===== src/rtl/sched_crossbar_reg_pkg.sv =====
// Shared definitions for the scheduled crossbar.
//
// Contents:
//   sel_width          egress-index width for a given port count
//   sched_entry_t      per-ingress schedule entry {en, sel} at the default port count
//   resolve_t          cleaned enable mask plus conflict flag
//   resolve_conflicts  applies lowest-index-wins ownership to an incoming schedule
//
// The resolver works on fixed maximum-size vectors so that one package function
// serves every PORT_CNT. Callers zero-pad their schedule and pass the real port count.
package sched_crossbar_pkg;

  localparam int PORT_CNT_DEF = 4;
  localparam int MAX_PORTS    = 64;
  localparam int MAX_SEL_W    = 6;

  function automatic int sel_width(input int n);
    return (n < 2) ? 1 : $clog2(n);
  endfunction

  localparam int SEL_W_DEF = sel_width(PORT_CNT_DEF);

  typedef struct packed {
    logic                 en;
    logic [SEL_W_DEF-1:0] sel;
  } sched_entry_t;

  typedef struct packed {
    logic [MAX_PORTS-1:0] en;
    logic                 conflict;
  } resolve_t;

  // Walk the ingresses in ascending order. The first enabled ingress to claim an
  // egress owns it. Any later claimant loses its enable bit and flags a conflict.
  function automatic resolve_t resolve_conflicts(
    input logic [MAX_PORTS-1:0]                en,
    input logic [MAX_PORTS-1:0][MAX_SEL_W-1:0] sel,
    input int                                  n
  );
    resolve_t             r;
    logic [MAX_PORTS-1:0] claimed;
    r.en       = en;
    r.conflict = 1'b0;
    claimed    = '0;
    for (int i = 0; i < MAX_PORTS; i++) begin
      if (i < n && en[i]) begin
        if (claimed[sel[i]]) begin
          r.en[i]    = 1'b0;
          r.conflict = 1'b1;
        end else begin
          claimed[sel[i]] = 1'b1;
        end
      end
    end
    return r;
  endfunction

endpackage


===== src/rtl/sched_crossbar_reg_if.sv =====
// Bus bundle for sched_crossbar_reg.
//
// Signals:
//   sched_sel/sched_en/sched_load  schedule from the scheduler
//   in_valid/in_data/in_ready      ingress side (VOQ read)
//   out_valid/out_data/out_ready   egress side (egress buffers)
//   conflict/clear_conflict        sticky conflict flag and its clear
//
// Modports:
//   master  the environment: scheduler, ingress and egress agents
//   slave   the crossbar
interface sched_crossbar_reg_if #(
  parameter int DATA_WIDTH = 32,
  parameter int PORT_CNT   = 4
);
  import sched_crossbar_pkg::*;

  localparam int SEL_W = sel_width(PORT_CNT);

  logic [SEL_W*PORT_CNT-1:0]      sched_sel;
  logic [PORT_CNT-1:0]            sched_en;
  logic                           sched_load;
  logic [PORT_CNT-1:0]            in_valid;
  logic [DATA_WIDTH*PORT_CNT-1:0] in_data;
  logic [PORT_CNT-1:0]            in_ready;
  logic [PORT_CNT-1:0]            out_valid;
  logic [DATA_WIDTH*PORT_CNT-1:0] out_data;
  logic [PORT_CNT-1:0]            out_ready;
  logic                           conflict;
  logic                           clear_conflict;

  modport master (
    output sched_sel, sched_en, sched_load, in_valid, in_data, out_ready, clear_conflict,
    input  in_ready, out_valid, out_data, conflict
  );

  modport slave (
    input  sched_sel, sched_en, sched_load, in_valid, in_data, out_ready, clear_conflict,
    output in_ready, out_valid, out_data, conflict
  );

endinterface


===== src/rtl/sched_crossbar_reg_xbar_out_reg.sv =====
// One egress output register with valid/ready handshaking.
//
// Ports:
//   clk, reset_n  clock and asynchronous active-low reset
//   push_valid    the egress owner presents a word this cycle
//   push_data     word from the egress owner
//   slot_free     the register can take a word this cycle (empty, or being drained)
//   out_valid     registered valid
//   out_data      registered data; held stable while out_valid & !out_ready
//   out_ready     downstream accept
module xbar_out_reg #(
  parameter int DATA_WIDTH = 32
) (
  input  logic                  clk,
  input  logic                  reset_n,
  input  logic                  push_valid,
  input  logic [DATA_WIDTH-1:0] push_data,
  output logic                  slot_free,
  output logic                  out_valid,
  output logic [DATA_WIDTH-1:0] out_data,
  input  logic                  out_ready
);

  // A word leaving this cycle frees the slot, so a simultaneous push is allowed.
  // This gives the egress full throughput of one word per cycle.
  assign slot_free = !out_valid || out_ready;

  always_ff @(posedge clk or negedge reset_n) begin
    if (!reset_n) begin
      out_valid <= 1'b0;
      out_data  <= '0;
    end else if (push_valid && slot_free) begin
      out_valid <= 1'b1;
      out_data  <= push_data;
    end else if (out_ready) begin
      out_valid <= 1'b0;
    end
  end

endmodule


===== src/rtl/sched_crossbar_reg.sv =====
// PORT_CNT x PORT_CNT ingress-to-egress crossbar.
//
// Features:
//   - latched schedule, updated only on sched_load
//   - registered per-egress outputs with valid/ready backpressure
//   - egress conflict resolution: the lowest enabled ingress wins,
//     and a sticky conflict flag records that a clear happened
//
// Ports:
//   clk         system clock
//   reset_n     asynchronous active-low reset
//   bus         sched_crossbar_reg_if.slave (schedule, ingress, egress, conflict)
//   egress_cnt  only when SCHED_CROSSBAR_STATS_EN is defined: per-egress 32-bit
//               count of output handshakes. Counters wrap and are cleared by
//               clear_conflict.
//
// Optional feature macro: SCHED_CROSSBAR_STATS_EN
module sched_crossbar_reg
  import sched_crossbar_pkg::*;
#(
  parameter int DATA_WIDTH = 32,
  parameter int PORT_CNT   = 4
) (
  input  logic                     clk,
  input  logic                     reset_n,
  sched_crossbar_reg_if.slave      bus
`ifdef SCHED_CROSSBAR_STATS_EN
  ,
  output logic [32*PORT_CNT-1:0]   egress_cnt
`endif
);

  localparam int SEL_W = sel_width(PORT_CNT);

  logic [PORT_CNT-1:0][SEL_W-1:0]    sched_q_sel;
  logic [PORT_CNT-1:0]               sched_q_en;
  logic [MAX_PORTS-1:0]              wide_en;
  logic [MAX_PORTS-1:0][MAX_SEL_W-1:0] wide_sel;
  resolve_t                          res;
  logic                              unused_res;
  logic [PORT_CNT-1:0]               slot_free;

  // Conflict resolution runs on the incoming schedule, so the latched schedule
  // never holds two enabled ingresses on one egress.
  always_comb begin
    wide_en                 = '0;
    wide_en[PORT_CNT-1:0]   = bus.sched_en;
    wide_sel                = '0;
    for (int i = 0; i < PORT_CNT; i++) begin
      wide_sel[i] = MAX_SEL_W'(bus.sched_sel[i*SEL_W +: SEL_W]);
    end
    res = resolve_conflicts(wide_en, wide_sel, PORT_CNT);
  end

  assign unused_res = ^res.en;

  always_ff @(posedge clk or negedge reset_n) begin
    if (!reset_n) begin
      sched_q_sel <= '0;
      sched_q_en  <= '0;
    end else if (bus.sched_load) begin
      sched_q_sel <= bus.sched_sel;
      sched_q_en  <= res.en[PORT_CNT-1:0];
    end
  end

  // A conflicting load takes priority over a clear in the same cycle.
  always_ff @(posedge clk or negedge reset_n) begin
    if (!reset_n) begin
      bus.conflict <= 1'b0;
    end else if (bus.sched_load && res.conflict) begin
      bus.conflict <= 1'b1;
    end else if (bus.clear_conflict) begin
      bus.conflict <= 1'b0;
    end
  end

  genvar gi;

  // Ingress accept. This depends only on the schedule and the egress slot
  // state, never on in_valid.
  generate
    for (gi = 0; gi < PORT_CNT; gi++) begin : g_in_ready
      assign bus.in_ready[gi] = sched_q_en[gi] & slot_free[sched_q_sel[gi]];
    end
  endgenerate

  // Per-egress routing and output register. The latched schedule has at most
  // one owner per egress, so OR-ing the masked ingress words selects that
  // owner's word.
  generate
    for (gi = 0; gi < PORT_CNT; gi++) begin : g_egress
      logic                  push_valid;
      logic [DATA_WIDTH-1:0] push_data;

      always_comb begin
        push_valid = 1'b0;
        push_data  = '0;
        for (int i = 0; i < PORT_CNT; i++) begin
          if (sched_q_en[i] && (sched_q_sel[i] == SEL_W'(gi))) begin
            push_valid = push_valid | bus.in_valid[i];
            push_data  = push_data  | bus.in_data[i*DATA_WIDTH +: DATA_WIDTH];
          end
        end
      end

      xbar_out_reg #(.DATA_WIDTH(DATA_WIDTH)) u_out_reg (
        .clk        (clk),
        .reset_n    (reset_n),
        .push_valid (push_valid),
        .push_data  (push_data),
        .slot_free  (slot_free[gi]),
        .out_valid  (bus.out_valid[gi]),
        .out_data   (bus.out_data[gi*DATA_WIDTH +: DATA_WIDTH]),
        .out_ready  (bus.out_ready[gi])
      );
    end
  endgenerate

`ifdef SCHED_CROSSBAR_STATS_EN
  generate
    for (gi = 0; gi < PORT_CNT; gi++) begin : g_stats
      logic [31:0] cnt_q;

      always_ff @(posedge clk or negedge reset_n) begin
        if (!reset_n) begin
          cnt_q <= '0;
        end else if (bus.clear_conflict) begin
          cnt_q <= '0;
        end else if (bus.out_valid[gi] && bus.out_ready[gi]) begin
          cnt_q <= cnt_q + 32'd1;
        end
      end

      assign egress_cnt[gi*32 +: 32] = cnt_q;
    end
  endgenerate
`endif

endmodule


===== src/flat_wrapper.sv =====
// flat-port wrapper written by rule: the top's interface ports become plain ports
module sched_crossbar_reg_flat import sched_crossbar_pkg::*;
#(
  parameter int DATA_WIDTH = 32,
  parameter int PORT_CNT   = 4
)
  (clk, reset_n, bus_sched_sel, bus_sched_en, bus_sched_load, bus_in_valid, bus_in_data, bus_out_ready, bus_clear_conflict, bus_in_ready, bus_out_valid, bus_out_data, bus_conflict);
  sched_crossbar_reg_if #(.DATA_WIDTH(DATA_WIDTH), .PORT_CNT(PORT_CNT)) bus_i ();
  input  logic clk;
  input  logic reset_n;
  input wire logic [$bits(bus_i.sched_sel)-1:0] bus_sched_sel;
  input wire logic [$bits(bus_i.sched_en)-1:0] bus_sched_en;
  input wire logic [$bits(bus_i.sched_load)-1:0] bus_sched_load;
  input wire logic [$bits(bus_i.in_valid)-1:0] bus_in_valid;
  input wire logic [$bits(bus_i.in_data)-1:0] bus_in_data;
  input wire logic [$bits(bus_i.out_ready)-1:0] bus_out_ready;
  input wire logic [$bits(bus_i.clear_conflict)-1:0] bus_clear_conflict;
  output wire logic [$bits(bus_i.in_ready)-1:0] bus_in_ready;
  output wire logic [$bits(bus_i.out_valid)-1:0] bus_out_valid;
  output wire logic [$bits(bus_i.out_data)-1:0] bus_out_data;
  output wire logic [$bits(bus_i.conflict)-1:0] bus_conflict;
  assign bus_i.sched_sel = bus_sched_sel;
  assign bus_i.sched_en = bus_sched_en;
  assign bus_i.sched_load = bus_sched_load;
  assign bus_i.in_valid = bus_in_valid;
  assign bus_i.in_data = bus_in_data;
  assign bus_i.out_ready = bus_out_ready;
  assign bus_i.clear_conflict = bus_clear_conflict;
  assign bus_in_ready = bus_i.in_ready;
  assign bus_out_valid = bus_i.out_valid;
  assign bus_out_data = bus_i.out_data;
  assign bus_conflict = bus_i.conflict;
  sched_crossbar_reg #(.DATA_WIDTH(DATA_WIDTH), .PORT_CNT(PORT_CNT)) u_core (.clk(clk), .reset_n(reset_n), .bus(bus_i));
endmodule

===== config.mk =====
export PLATFORM = sky130hd
export DESIGN_NAME = sched_crossbar_reg_flat
export DESIGN_NICKNAME = d
export VERILOG_FILES = /design/src/rtl/sched_crossbar_reg_pkg.sv /design/src/rtl/sched_crossbar_reg_if.sv /design/src/rtl/sched_crossbar_reg_xbar_out_reg.sv /design/src/rtl/sched_crossbar_reg.sv /design/src/flat_wrapper.sv
export SDC_FILE = /design/constraint.sdc
export NUM_CORES = 1
export LEC_CHECK = 0
export CORE_ASPECT_RATIO = 0.5
export CORE_MARGIN = 1
export CORE_UTILIZATION = 50
export DETAILED_ROUTE_END_ITERATION = 6
export PLACE_DENSITY_LB_ADDON = 0.25
export SYNTH_ARGS = -nofsm -noshare
export SYNTH_HDL_FRONTEND = slang
export SYNTH_SLANG_ARGS = --single-unit

===== constraint.sdc =====
create_clock -name clk -period 5.25 [get_ports clk]
set_input_delay 1.05 -clock clk [delete_from_list [all_inputs] [get_ports clk]]
set_output_delay 1.05 -clock clk [all_outputs]
set_load 0.03 [all_outputs]

==> results of run 1 <==
cells by family after synthesis:
family | Yosys count
AO/OA/AOI/OAI | 371
flip-flops | 145
AND/OR/NAND/NOR | 178
XOR/XNOR | 7
multiplexers | 44
buffers and inverters | 101
registers in the layout, indices dropped and copies added, names as in the netlist:
signal,flops
u_core.g_egress.u_out_reg.out_valid,4
u_core.bus.conflict,1
u_core.sched_q_en,4
u_core.sched_q_sel,8
u_core.g_egress.u_out_reg.out_data,128
metrics by stage:
stage | hold WS (ns) | util, % | area (um^2) | setup slack, ns
global placement | 0.462 | 71.3 | 11300 | 1.26
finish | 0.479 | 74.8 | 11800 | 1.24
global route | 0.502 | 74.8 | 11800 | 1.18
detailed placement | 0.473 | 71.3 | 11300 | 1.23
floorplan | 0.522 | - | 8280 | 2.22
CTS | 0.485 | 74.8 | 11800 | 1.24
worst paths after layout:
check,to,startpoint,slack (ns)
max in group asynchronous,u_core.g_egress[3].u_out_reg.out_data[19],reset_n,3.56
worst max register to register,u_core.g_egress[1].u_out_reg.out_data[15],u_core.sched_q_sel[7],2.09
min in group asynchronous,u_core.g_egress[0].u_out_reg.out_valid,reset_n,0.58
worst min register to register,u_core.g_egress[0].u_out_reg.out_data[9],u_core.g_egress[0].u_out_reg.out_data[9],0.48
worst min-delay path,u_core.g_egress[0].u_out_reg.out_data[9],u_core.g_egress[0].u_out_reg.out_data[9],0.48
worst max-delay path,bus_in_ready[3],bus_out_ready[0],1.24
power breakdown:
group          switching (mW)  internal [mW]  leakage, nW
logic                    1.57           1.13         2.50
clock network           0.486          0.669        0.256
registers               0.272           1.53         1.81
total                    2.33           3.33         4.56
area by class of cell:
class | count | area share, %
flip-flops and latches | 145 | 30.7
clock buffers | 20 | 3.87
well taps | 221 | 2.34
diodes | 1 | 0.0212
multi-input cells | 600 | 36.4
repair buffers | 306 | 25.6
clock inverters | 9 | 0.742
inverters | 9 | 0.286
cell usage in the layout (no fill, tap or decap), types with 2 or more instances in the layout:
cell type / count
clkdlybuf4s50_1: 287
a22oi_1: 158
dfrtp_1: 145
nor2_1: 66
a31oi_1: 65
nand2_1: 64
a22o_1: 49
a221oi_1: 32
o21ai_0: 31
mux2_2: 30
buf_4: 18
a221o_1: 17
clkbuf_16: 17
mux2_1: 10
inv_1: 9
nand3_1: 7
and2_1: 5
xnor2_1: 5
nor3_1: 4
nand2b_1: 4
mux4_2: 4
nand4_1: 4
and3_1: 4
clkinvlp_4: 4
nor3b_2: 3
nand4b_1: 3
nor2_4: 3
nor3b_4: 2
o21ai_1: 2
nor2b_1: 2
a31o_2: 2
xor2_1: 2
o22ai_1: 2
and3b_2: 2
clkinv_4: 2
clkbuf_8: 2
clkinv_2: 2
metal layers:
metal	wire, um	vias up
li1	-	3800
met1	12400	4334
met2	14800	733
met3	4040	139
met4	1220	0
met5	0	-
cell usage after synthesis (3+ instances only):
cell,instances
xnor2_1,5
nand4b_1,3
a22oi_1,158
nand4_1,4
a221o_1,17
a31oi_1,65
nor3b_1,4
mux2_1,10
a22o_1,49
nor2_1,68
inv_1,9
mux2_2,30
clkbuf_2,3
buf_4,7
a221oi_1,32
and2_1,5
clkbuf_1,62
nand2b_1,4
nand3_1,7
o21ai_0,31
buf_2,20
and3b_1,3
mux4_2,4
dfrtp_1,145
nor3_1,5
nand2_1,64
and3_1,5
worst max-delay path, delay by kind of cell:
kind | cells | cell delay [ns]
multiplexers | 1 | 0.51
AND/OR/NAND/NOR | 2 | 0.42
buffers and inverters | 2 | 0.97
==> metrics.md, run 1 <==
| Metric | Value |
|---|---|
| Largest net degree at the start of global routing | 65 |
| Number of max-cap violations | 0 |
| Clock tree buffer depth | 2 |
| Synth Area in XOR/XNOR | less than 1% |
| # clock sinks | between 100 and 150 |
| Syn Nets | roughly 1,000 |
| Adder-cell share of the synthesized area | 0% |
| HPWL after DPL | 19,900 um |
| Post-Syn Instances | between 800 and 900 |
| Starting Density | 52.5% |
| Period minus WS final | roughly 4 ns |
| Cells taking the most area after synthesis | dfrtp_1 44%, a22oi_1 14%, a22o_1 5.2% |
| CTS tree | done |
| GR Util met1 | approximately half |
| Final Hold Viols | 0 |
| Launching element type of the critical path | primary input |
| Worst clock skew | 0.0128 ns |
| Busiest grt layer | met2 |
| Hold Buf Count CTS | 0 |
| Arr. time, crit path | ~3 ns |
| Mux cell area share after synthesis | under 10% |
| Leakage | roughly 4.6 nW |
| Met2 usage in global routing | between 60% and 70% |
| Worst-margin pin slew | between 1 and 1.5 ns |
| CTS H-Tree Depth | 4 |
| Multi-input combinational cell area | 4300 um^2 |
| Vias/cell | between 6 and 7 |
| Inst Count DP | between 1,000 and 1,500 |
| Worst-path cell with the longest stage delay | clkdlybuf4s50_1 |
| Final setup viols | 0 |
| CTS clock-pin slew for the worst setup and hold paths | approximately 0.05 ns |
| Placer congestion estimate | between 0.9 and 1 |
| Hold Path Class | reg -> reg |
| Number of global-route vias before repair | between 8,000 and 9,000 |
| First-pass GRT wire length | approximately 49,000 um |
| Synth Area in Simple Gates | 9.67% |
| Rows | 32 |
| GRT Total Usage | roughly two fifths |
| Met3 Resource Use GR | a little over a tenth |
| Via count | 9,006 |
| DIE AREA | ~17,000 um^2 |
| Relative slew slack | between 20% and 30% |
| Area leader, netlist | dfrtp_1 |
| WL/cell | 24.7 um |
| Filler cells | ~1,100 |
| Initial DRC count | roughly 1,200 |
| Clk_lat worst skew | 0.42 ns |
| Crit-path most repeated cell | clkdlybuf4s50_1 |
| Port Buffers | around 290 |
| DRC Markers | 0 |
| Max-slew violations | 0 |
| Status | complete, no violations |
| CP max stage delay | just under 0.6 ns |
| Antenna-violating nets left | 0 |
| Unrepaired setup endpoints after global routing | no |
| Sequential share of the synthesized area | around 44% |
| Crit-path cells | clkdlybuf4s50_1 > nand2b_1 > mux4_2 > and2_1 > clkdlybuf4s50_1 |
| Synthesized cell area | just over 8000 um^2 |
| WP data required | ~4.2 ns |
| Main combinational cell family by area after synthesis | compound AO/OA/AOI/OAI gates |
| Yosys top cell area share | approximately 44% |
| Area grow syn2layout | 42.5% |
| EDFF count, synth | 0 |
| Remaining Overflow, GRT | 0 |
| Core area | 15,800 um^2 |
| Die width | 184 um |
| Hold Path Stages | 2 |
| Register area | roughly 3600 um^2 |
| Maximum vdd ir drop | 0.000257 V |
| Synth warn | 0 |
| Fraction of layout cells with a size suffix above 1 | around 9.1% |
| Top FF cell, synth | dfrtp_1 |
| Post-CTS Resized | 0 |
| PnR Total Power | roughly 5.7 mW |
| Die height | between 90 and 100 um |
| Crit path kind | in -> out |
| Avg Inst Size Synth | 9.79 um^2 |
| Clk root buf | clkbuf_16 |
| TNS Setup | 0 ns |
| Achievable Freq | roughly 250 MHz |
| Post-CTS Repair Setup Buffers | 0 |
| #FFs+latches synth | approximately 150 |
| Final WL | 32,400 um |
| Initial antenna violation count | 1 |
| Final period utilization | between 70% and 80% |
| Final Non-Filler Cells | approximately 1,300 |
| CP max FO | 6 |
| Router iterations before antenna repair | 6 |
| Ys async rst share | 100% |
| CP Capture Type | output pin |
| Nets@finish | ~1,200 |
| Unique masters post-synth | 48 |
| Reg2Reg Depth | 5 |
| CTS Buf Count | 17 |
| Ports | slightly below 300 |
| Synth Area in Compound Gates | between 30% and 40% |
| PwrDens | ~480 nW/um^2 |
Note: power is estimated with default switching activity, not from simulation.
==> run 2: changes to the inputs <==
--- a/config.mk
+++ b/config.mk
@@ -7,7 +7,7 @@
 export LEC_CHECK = 0
 export CORE_ASPECT_RATIO = 0.5
 export CORE_MARGIN = 1
-export CORE_UTILIZATION = 50
+export CORE_UTILIZATION = 42
 export DETAILED_ROUTE_END_ITERATION = 6
 export PLACE_DENSITY_LB_ADDON = 0.25
 export SYNTH_ARGS = -nofsm -noshare
==> constraint.sdc (replaced) <==
create_clock -name clk -period 3.2 [get_ports clk]
set_input_delay 0.64 -clock clk [delete_from_list [all_inputs] [get_ports clk]]
set_output_delay 0.64 -clock clk [all_outputs]
set_load 0.03 [all_outputs]
==> run 2 against run 1 <==
Cell count increased by 3.3%. Sequential power up 64%. Clock-buffer cell count is 2 higher. Global-route usage decreased by 5.1 points. Utilization down 11 points. Hold slack worse by 0.29 ns.
==> metrics.md, run 2 (synthesized netlist as in run 1, its figures left out) <==
| Metric | Value |
|---|---|
| Sw frac | 39.7% (-1.5 points) |
| Worst clock skew | 0.00723 ns (-0.00554 ns) |
| P_sw | 3.84 mW (+65%) |
| Largest net degree at the start of global routing | 65 (unchanged) |
| CTS H-Tree Depth | 4 (unchanged) |
| Unrepaired setup endpoints after global routing | no |
| Maximum vdd ir drop | 0.000469 V (+82%) |
| Final Hold Viols | 0 (unchanged) |
| Max reg flops | 128 (unchanged) |
| Initial antenna violation count | 0 (-1) |
| Die height | 101 um (+8.9%) |
| Fraction of layout cells with a size suffix above 1 | 9.95% (+0.86 points) |
| Starting Density | 44.0% (-8.5 points) |
| Vias/cell | 6.54 (-4.8%) |
| Top Registers | u_core.g_egress.u_out_reg.out_data (128), u_core.sched_q_sel (8) |
| Number of max-cap violations | 0 (unchanged) |
| Core area | 18,800 um^2 (+19%) |
| Ports | 289 (unchanged) |
| CTS tree | done |
| Internal | 5.83 mW (+75%) |
| Die width | 201 um (+9.0%) |
| Placer congestion estimate | 0.866 (-6.3%) |
| Antenna-violating nets left | 0 (unchanged) |
| Rows | 35 (+9.4%) |
| Final hold slack | 0.187 ns (-0.292 ns) |
| Filler cells | 1,493 (+30%) |
| TNS Setup | 0 ns (unchanged) |
| Relative slew slack | 33.3% (+8.1 points) |
| WP data required | 2.56 ns (-1.64 ns) |
| Crit path kind | in -> out |
| DRC Markers | 0 (unchanged) |
| Launching element type of the critical path | primary input |
| Final period utilization | 98.2% |
| Hold Path Class | in -> async |
| DIE AREA | 20,300 um^2 (+19%) |
| Clk_lat worst skew | 0.42 ns (about the same) |
| GRT Total Usage | 33.0% (-5.1 points) |
| Antenna diodes | 0 (-1) |
| CP max FO | 6 (unchanged) |
| PwrDens | 801 nW/um^2 (+67%) |
| Final Core Density | 64.1% (-11 points) |
| Leakage | 4.69 nW (+2.9%) |
| Clock power frac | 23.3% (+2.9 points) |
| Achievable Freq | about 320 MHz |
| Worst-margin pin slew | 1.00 ns (-0.119 ns) |
| Port Buffers | 288 (unchanged) |
| Initial DRC count | 811 (-34%) |
| WL/cell | 25.0 um (+1.1%) |
| Most common cell after layout, fill and taps aside | clkdlybuf4s50_1 |
| Period minus WS final | 3.14 ns |
| CTS clock-pin slew for the worst setup and hold paths | 0.06 ns (about the same) |
| Final Non-Filler Cells | 1,354 (+3.3%) |
| Nets@finish | 1,235 (+0.32%) |
| First-pass GRT wire length | 51,400 um (+4.1%) |
| Final WL | 33,900 um (+4.4%) |
| Clock tree buffer depth | 2 (unchanged) |
| Arr. time, crit path | 2.50 ns (-0.46 ns) |
| Comb pwr share | 46.2% (-1.6 points) |
| Router iterations before antenna repair | 6 (unchanged) |
| CTS Buf Count | 17 (unchanged) |
| Remaining Overflow, GRT | 0 (unchanged) |
| Commonest cells after routing, fill and taps aside | 284 x clkdlybuf4s50_1, 158 x a22oi_1, 145 x dfrtp_1 |
| # clock sinks | 145 (unchanged) |
| Status | complete, no violations |
| Via count | 8,853 (-1.7%) |
| Final setup viols | 0 (unchanged) |
| Clk root buf | clkbuf_16 |
| CP Capture Type | output pin |
| Reg power frac | 30.5% (-1.3 points) |
| Max-slew violations | 0 (unchanged) |
| Largest register by flop count | u_core.g_egress.u_out_reg.out_data |
| Inst Count DP | 1,323 (+3.3%) |
| HPWL after DPL | 21,000 um (+5.7%) |
| Number of global-route vias before repair | 8,786 (-1.8%) |
| Area grow syn2layout | 45.8% |
run 2: per-layer routing:
layer,global-route usage [%],wire length [um],share of wire (%),vias up
met5,0,0,0,-
li1,-,-,-,3810
met1,44.0,13800,41,4344
met2,51.9,15400,45,638
met4,13.8,873,2.6,0
met3,8.11,3760,11,61
run 2: cell type report:
type	count	area (um^2)	area share, %
multi-input cells	600	4300	35.6
flip-flops and latches	145	3630	30.1
repair buffers	310	3130	25.9
clock buffers	22	474	3.93
well taps	259	324	2.68
clock inverters	9	179	1.48
inverters	9	33.8	0.280
run 2: power by group through the flow:
stage | registers [mW] | logic, mW | clock network (mW)
6_report | 2.95 | 4.47 | 2.26
3_5_place_dp | 2.97 | 4.45 | 0
2_1_floorplan | 4.18 | 1.10 | 0
4_1_cts | 2.94 | 4.46 | 2.26
3_3_place_gp | 2.94 | 4.40 | 0
5_1_grt | 3.02 | 4.69 | 2.35
run 2: path summary, 6_finish.rpt:
kind                                                            from                                         to  slack (ns)  cells after the start
min                                                          reset_n     u_core.g_egress[3].u_out_reg.out_valid        0.19                      1
max in group asynchronous                                    reset_n                      u_core.sched_q_sel[1]        2.13                      2
min reg2reg                u_core.g_egress[0].u_out_reg.out_data[14]  u_core.g_egress[0].u_out_reg.out_data[14]        0.48                      2
min in group clk           u_core.g_egress[0].u_out_reg.out_data[14]  u_core.g_egress[0].u_out_reg.out_data[14]        0.48                      2
max reg2reg                                    u_core.sched_q_sel[7]  u_core.g_egress[1].u_out_reg.out_data[11]        0.68                      5
max                                                 bus_out_ready[1]                            bus_in_ready[2]        0.06                      5
run 2: stage by stage:
stage	setup slack (ns)	cell area, um^2	total power, mW
floorplan	0.989	8280	5.29
global placement	0.0347	11400	7.35
detailed placement	0.0228	11400	7.42
CTS	0.0116	12100	9.67
global route	0.0371	12100	10.1
finish	0.0579	12100	9.67
run 2: critical path, cell delays in order:
cell	delay [ns]
clkdlybuf4s50_1	0.39
nand2b_1	0.24
mux4_2	0.48
and2_1	0.16
clkdlybuf4s50_1	0.58
run 2: what timing repair did:
action | in CTS | in global routing
setup endpoints to repair | 0 | 3
setup buffers | 0 | 0
gates resized for setup | 0 | 3
hold buffers | 0 | 0
